[config.mk]
export PLATFORM = sky130hd
export DESIGN_NAME = masked_and_driver
export DESIGN_NICKNAME = d
export VERILOG_FILES = /design/src/rtl/masking_pkg.sv /design/src/rtl/masking_lfsr.sv /design/src/rtl/masked_and_driver.sv
export SDC_FILE = /design/constraint.sdc
export NUM_CORES = 1
export LEC_CHECK = 0
export ABC_CLOCK_PERIOD_IN_PS = 1800
export CAP_MARGIN = 40
export CELL_PAD_IN_SITES_DETAIL_PLACEMENT = 1
export CELL_PAD_IN_SITES_GLOBAL_PLACEMENT = 2
export CORE_ASPECT_RATIO = 0.7
export CORE_UTILIZATION = 33
export CTS_CLUSTER_DIAMETER = 120
export CTS_CLUSTER_SIZE = 25
export DETAILED_ROUTE_END_ITERATION = 16
export PLACE_DENSITY_LB_ADDON = 0.1
export SYNTH_ARGS = -nofsm -noshare
export SYNTH_HDL_FRONTEND = slang
export SYNTH_HIERARCHICAL = 1
export SYNTH_SLANG_ARGS = --single-unit
[constraint.sdc]
create_clock -name clk -period 1.8 [get_ports clk]
set_input_delay 0.36 -clock clk [delete_from_list [all_inputs] [get_ports clk]]
set_output_delay 0.36 -clock clk [all_outputs]
set_load 0.03 [all_outputs]
[src/rtl/masking_pkg.sv]
// rtl/masking_pkg.sv - shared types and helpers for the masked AND driver
package masking_pkg;

  typedef enum logic [2:0] {
    IDLE,
    REFRESH,
    LOAD,
    RUN,
    COLLECT,
    DONE
  } state_e;

  localparam logic [15:0] LFSR_TAPS = 16'hB400;

  function automatic int rand_w(input int d);
    return d * (d - 1) / 2;
  endfunction

  function automatic logic share_xor(input logic [31:0] v);
    return ^v;
  endfunction

endpackage

[src/rtl/masking_lfsr.sv]
// rtl/masking_lfsr.sv - Galois LFSR supplying mask and gadget randomness
module masking_lfsr
  import masking_pkg::*;
#(
  parameter int                LFSR_W    = 16,
  parameter logic [LFSR_W-1:0] LFSR_SEED = 16'hACE1
) (
  input  logic              clk,
  input  logic              rst_n,
  input  logic              step,
  output logic [LFSR_W-1:0] state
);

  logic [LFSR_W-1:0] shifted;

  always_comb begin
    shifted = state >> 1;
    if (state[0]) shifted = shifted ^ LFSR_W'(LFSR_TAPS);
  end

  // A zero state can only come from an upset; reload the seed rather than lock up.
  always_ff @(posedge clk or negedge rst_n) begin
    if (!rst_n)              state <= LFSR_SEED;
    else if (state == '0)    state <= LFSR_SEED;
    else if (step)           state <= shifted;
  end

endmodule

[src/rtl/masked_and_driver.sv]
// rtl/masked_and_driver.sv - share encoder, sequencer and recombiner for the masked AND gadget
module masked_and_driver
  import masking_pkg::*;
#(
  parameter int                D         = 2,
  parameter int                RAND_W    = rand_w(D),
  parameter int                LAT       = 3,
  parameter int                LFSR_W    = 16,
  parameter logic [LFSR_W-1:0] LFSR_SEED = 16'hACE1
) (
  input  logic            clk,
  input  logic            rst_n,
  input  logic            start,
  input  logic            a,
  input  logic            b,
  output logic            busy,
  output logic            done,
  output logic            result,
  output logic            err,
  output logic [0:D-1]    share_a,
  output logic [0:D-1]    share_b,
  output logic [0:RAND_W-1] rin,
  output logic            and_enable,
  input  logic            and_done,
  input  logic [0:D-1]    and_out
);

  localparam int NEED    = 2 * (D - 1) + RAND_W;
  localparam int CNT_MAX = (NEED > LAT) ? NEED : LAT;
  localparam int CNT_W   = $clog2(CNT_MAX + 1);

  state_e             state, state_nxt;
  logic [CNT_W-1:0]   ref_cnt, run_cnt;
  logic               a_q, b_q;
  logic [LFSR_W-1:0]  lfsr;
  logic               lfsr_unused;
  logic [0:D-1]       ra, rb, sa_nxt, sb_nxt;
  logic [0:RAND_W-1]  rin_nxt;

  masking_lfsr #(
    .LFSR_W    (LFSR_W),
    .LFSR_SEED (LFSR_SEED)
  ) u_lfsr (
    .clk   (clk),
    .rst_n (rst_n),
    .step  (state == REFRESH),
    .state (lfsr)
  );

  assign lfsr_unused = ^lfsr[LFSR_W-1:NEED];

  always_ff @(posedge clk or negedge rst_n) begin
    if (!rst_n) state <= IDLE;
    else        state <= state_nxt;
  end

  always_comb begin
    state_nxt = state;
    case (state)
      IDLE:    if (start) state_nxt = REFRESH;
      REFRESH: if (ref_cnt == CNT_W'(NEED - 1)) state_nxt = LOAD;
      LOAD:    state_nxt = RUN;
      RUN:     if (run_cnt == CNT_W'(LAT - 1)) state_nxt = COLLECT;
      COLLECT: state_nxt = DONE;
      DONE:    state_nxt = IDLE;
      default: state_nxt = IDLE;
    endcase
  end

  always_comb begin
    busy       = (state != IDLE);
    done       = (state == DONE);
    and_enable = (state == RUN);
  end

  // Mask bits come from the low end of the LFSR: ra first, then rb, then rin.
  always_comb begin
    ra      = '0;
    rb      = '0;
    rin_nxt = '0;
    for (int i = 1; i < D; i++) begin
      ra[i] = lfsr[i - 1];
      rb[i] = lfsr[D - 1 + i - 1];
    end
    for (int j = 0; j < RAND_W; j++) rin_nxt[j] = lfsr[2 * (D - 1) + j];
    sa_nxt    = ra;
    sb_nxt    = rb;
    sa_nxt[0] = a_q ^ share_xor(32'(ra));
    sb_nxt[0] = b_q ^ share_xor(32'(rb));
  end

  always_ff @(posedge clk or negedge rst_n) begin
    if (!rst_n) begin
      ref_cnt <= '0;
      run_cnt <= '0;
      a_q     <= 1'b0;
      b_q     <= 1'b0;
      share_a <= '0;
      share_b <= '0;
      rin     <= '0;
      result  <= 1'b0;
      err     <= 1'b0;
    end else begin
      ref_cnt <= (state == REFRESH) ? ref_cnt + 1'b1 : '0;
      run_cnt <= (state == RUN) ? run_cnt + 1'b1 : '0;
      if (state == IDLE && start) begin
        a_q <= a;
        b_q <= b;
      end
      if (state == LOAD) begin
        share_a <= sa_nxt;
        share_b <= sb_nxt;
        rin     <= rin_nxt;
      end
      // The gadget clears its outputs on this edge; the pre-clear value is captured.
      if (state == COLLECT) begin
        if (and_done) begin
          result <= share_xor(32'(and_out));
        end else begin
          result <= 1'b0;
          err    <= 1'b1;
        end
      end
    end
  end

endmodule

==> results.md <==
- Synth top area cells: dfrtp_1 41%, dfstp_2 14%, mux2i_1 5.5%
- Commonest non-fill, non-tap cell in the layout: dfrtp_1
- GPL Wtd Cong: 0.728
- Max incr delay on CP: 410 ps
- Crit path DAT: 1890 ps
- Setup tns final: 0 ps
- Slew HR: 71.6%
- Buf+Inv Stages, Crit Path: 3
- Worst path top cell family by delay: buffers and inverters
- DRC errors left: 0
- Syn avg cell area: 13.1 µm²
- Startpoint types: register
- Area Growth Syn to Fin: 23.6%
- Chip Height: 57.5 µm
- Critical Path Fanout Max: 17
- CTS tree: built
- Vias in the first global route: 949
- Worst Clk Skew: 3.64 ps
- Detail Route Antenna Nets: 0
- Sequential fraction of the synthesis area: 55.8%
- Max-cap violations: 0
- Die W: 81.3 µm
- Worst Hold Class: reg -> reg
- Drt wl/cell: 14.2 µm
- Syn nets: 121
- Warning count from the yosys run: 6
- Final setup fails: 0
- Nets: 145
- Cell variety after synth: 36
- Top-area cell type share of the netlist area: 41.3%
- Kind of critical path: reg -> reg
- Final WL: 2670 µm
- Number of synthesized flops with an enable pin: 0
- Yosys reg bits: 32
- Least-Margin Pin Slew: 422 ps
- Site Rows: 19
- Layout cell share with drive strength beyond 1: 26.5%
- Worst setup EP type: register
- Root buf cell: clkbuf_8
- Async SR Flop Fraction: 100%
- Clock transition at path regs: 60 ps
- Leading area contributor after synthesis: dfrtp_1
- Initial antenna violation count: 0
- Via count: 892
- RSZ-0062 raised after global routing: no
- Cells after Synth: 111
- Tcrit/Tclk final: 95.6%
- CTS resizes: 4
- Required @ worst endpoint: 1960 ps
- Dpl hpwl: 1900 µm
- All-layer global routing usage: 14.7%
- Die area: 4680 µm²
- First-pass GRT wire length: 4860 µm
- Starting Density: 35.7%
- PortBufs: 17
- Max-slew violations: 0
- Worst-case clock buffer depth: 2
- Crit-path slowest cell: dfrtp_1
- Largest net degree at the start of global routing: 33
- Gr ovfl total: 0
- Post-route total power: 3.48 mW
- CTS Buf Count: 5
- Vias per Instance: 4.74
- Htree depth: 2
- VDD IR max: 0.697 mV
- PD cells: 1940 nW/µm²
- CTS Sinks: 32
- Clk_lat worst skew: 280 ps
- Static leakage: 0.817 nW
- First-iteration detailed-routing DRC count: 45
- Worst-path cell chain: buf_4, or3b_1, inv_1, buf_12, mux2_2
- Status: complete, no violations
- Fin crit period: 1720 ps
- Fmax: 581 MHz
- Hold Buf Count CTS: 0
- Top_reg_cell synth: dfrtp_1
- Final hold viol count: 0
- Antenna diodes: 0
- First-pass iteration count of the detailed router: 4
- Setup bufs post-CTS: 0
- Fill cell count: 433
- Commonest non-fill, non-tap cells in the layout: 24 x dfrtp_1, 14 x clkdlybuf4s50_1, 8 x mux2i_1, 8 x nand2_1, 8 x dfstp_2
- Mapped cell area: 1450 µm²
- I/O pin total: 18
- Placeable Area: 4070 µm²
## kinds of logic after synthesis
family / synth area share [%]
flops: 55.8
compound gates: 3.19
mux: 16.4
simple gates: 15.2
fa+ha+maj: 1.72
buf+inv: 4.13
xor+xnor: 3.62
## flip-flops by register name, indices dropped and copies added (netlist names), 2 cells and up
register,flops
share_a,2
share_b,2
state,3
u_lfsr/state,16
run_cnt,2
ref_cnt,2
## Yosys cell counts, types with 2 or more instances
library cell / number
a21oi_1: 2
nor2_1: 5
xnor2_1: 2
buf_2: 3
inv_1: 5
nand2_1: 8
mux2_1: 7
mux2_2: 7
dfstp_2: 8
a21o_1: 2
xor2_1: 4
nor4_2: 2
nand3b_1: 2
mux2i_1: 8
dfrtp_1: 24
ha_1: 2
## worst paths after layout
path | cells past startpoint | from | slack [ps] | end
max | 5 | state[1] | 80 | u_lfsr/state[3]
min | 1 | ref_cnt[0] | 430 | ref_cnt[0]
max reg2reg | 5 | state[1] | 80 | u_lfsr/state[3]
min reg2reg | 1 | ref_cnt[0] | 430 | ref_cnt[0]
max in group asynchronous | 2 | rst_n | 1000 | u_lfsr/state[5]
min in group asynchronous | 2 | rst_n | 470 | u_lfsr/state[12]
## report_power, final
group / switching, mW / internal [mW] / total, mW
Combinational: 0.687 / 0.762 / 1.45
Sequential: 0.318 / 1.15 / 1.47
Clock: 0.256 / 0.312 / 0.568
## routing by layer
layer / part of all wire (%) / up-vias / track usage, %
met5: 0 / - / 0
met4: 1.6 / 0 / 6.12
met3: 4.9 / 7 / 5.76
met2: 39 / 16 / 18.5
met1: 54 / 434 / 21.9
li1: - / 435 / -
## cell type report
type                            instances  area, µm²  share of cell area (%)
Clock buffer                            8       90.1                    5.02
Tap cell                               52       65.1                    3.62
Sequential cell                        32        811                    45.2
Timing Repair Buffer                   23        225                    12.5
Multi-Input combinational cell         67        582                    32.4
Inverter                                6       22.5                    1.25
## metrics by stage
stage | instance area (µm²) | hold WS, ps | worst slack [ps] | util, % | instances
6_report | 1800 | 428 | 78.9 | 44.2 | 188
5_1_grt | 1800 | 438 | 8.07 | 44.2 | 188
4_1_cts | 1800 | 435 | 51.7 | 44.2 | 188
3_5_place_dp | 1710 | 426 | 50.6 | 42.0 | 180
3_3_place_gp | 1710 | 412 | 107 | 42.0 | 180
2_1_floorplan | 1450 | 64.4 | 92.7 | - | 111
Note: power is estimated with default switching activity, not from simulation.
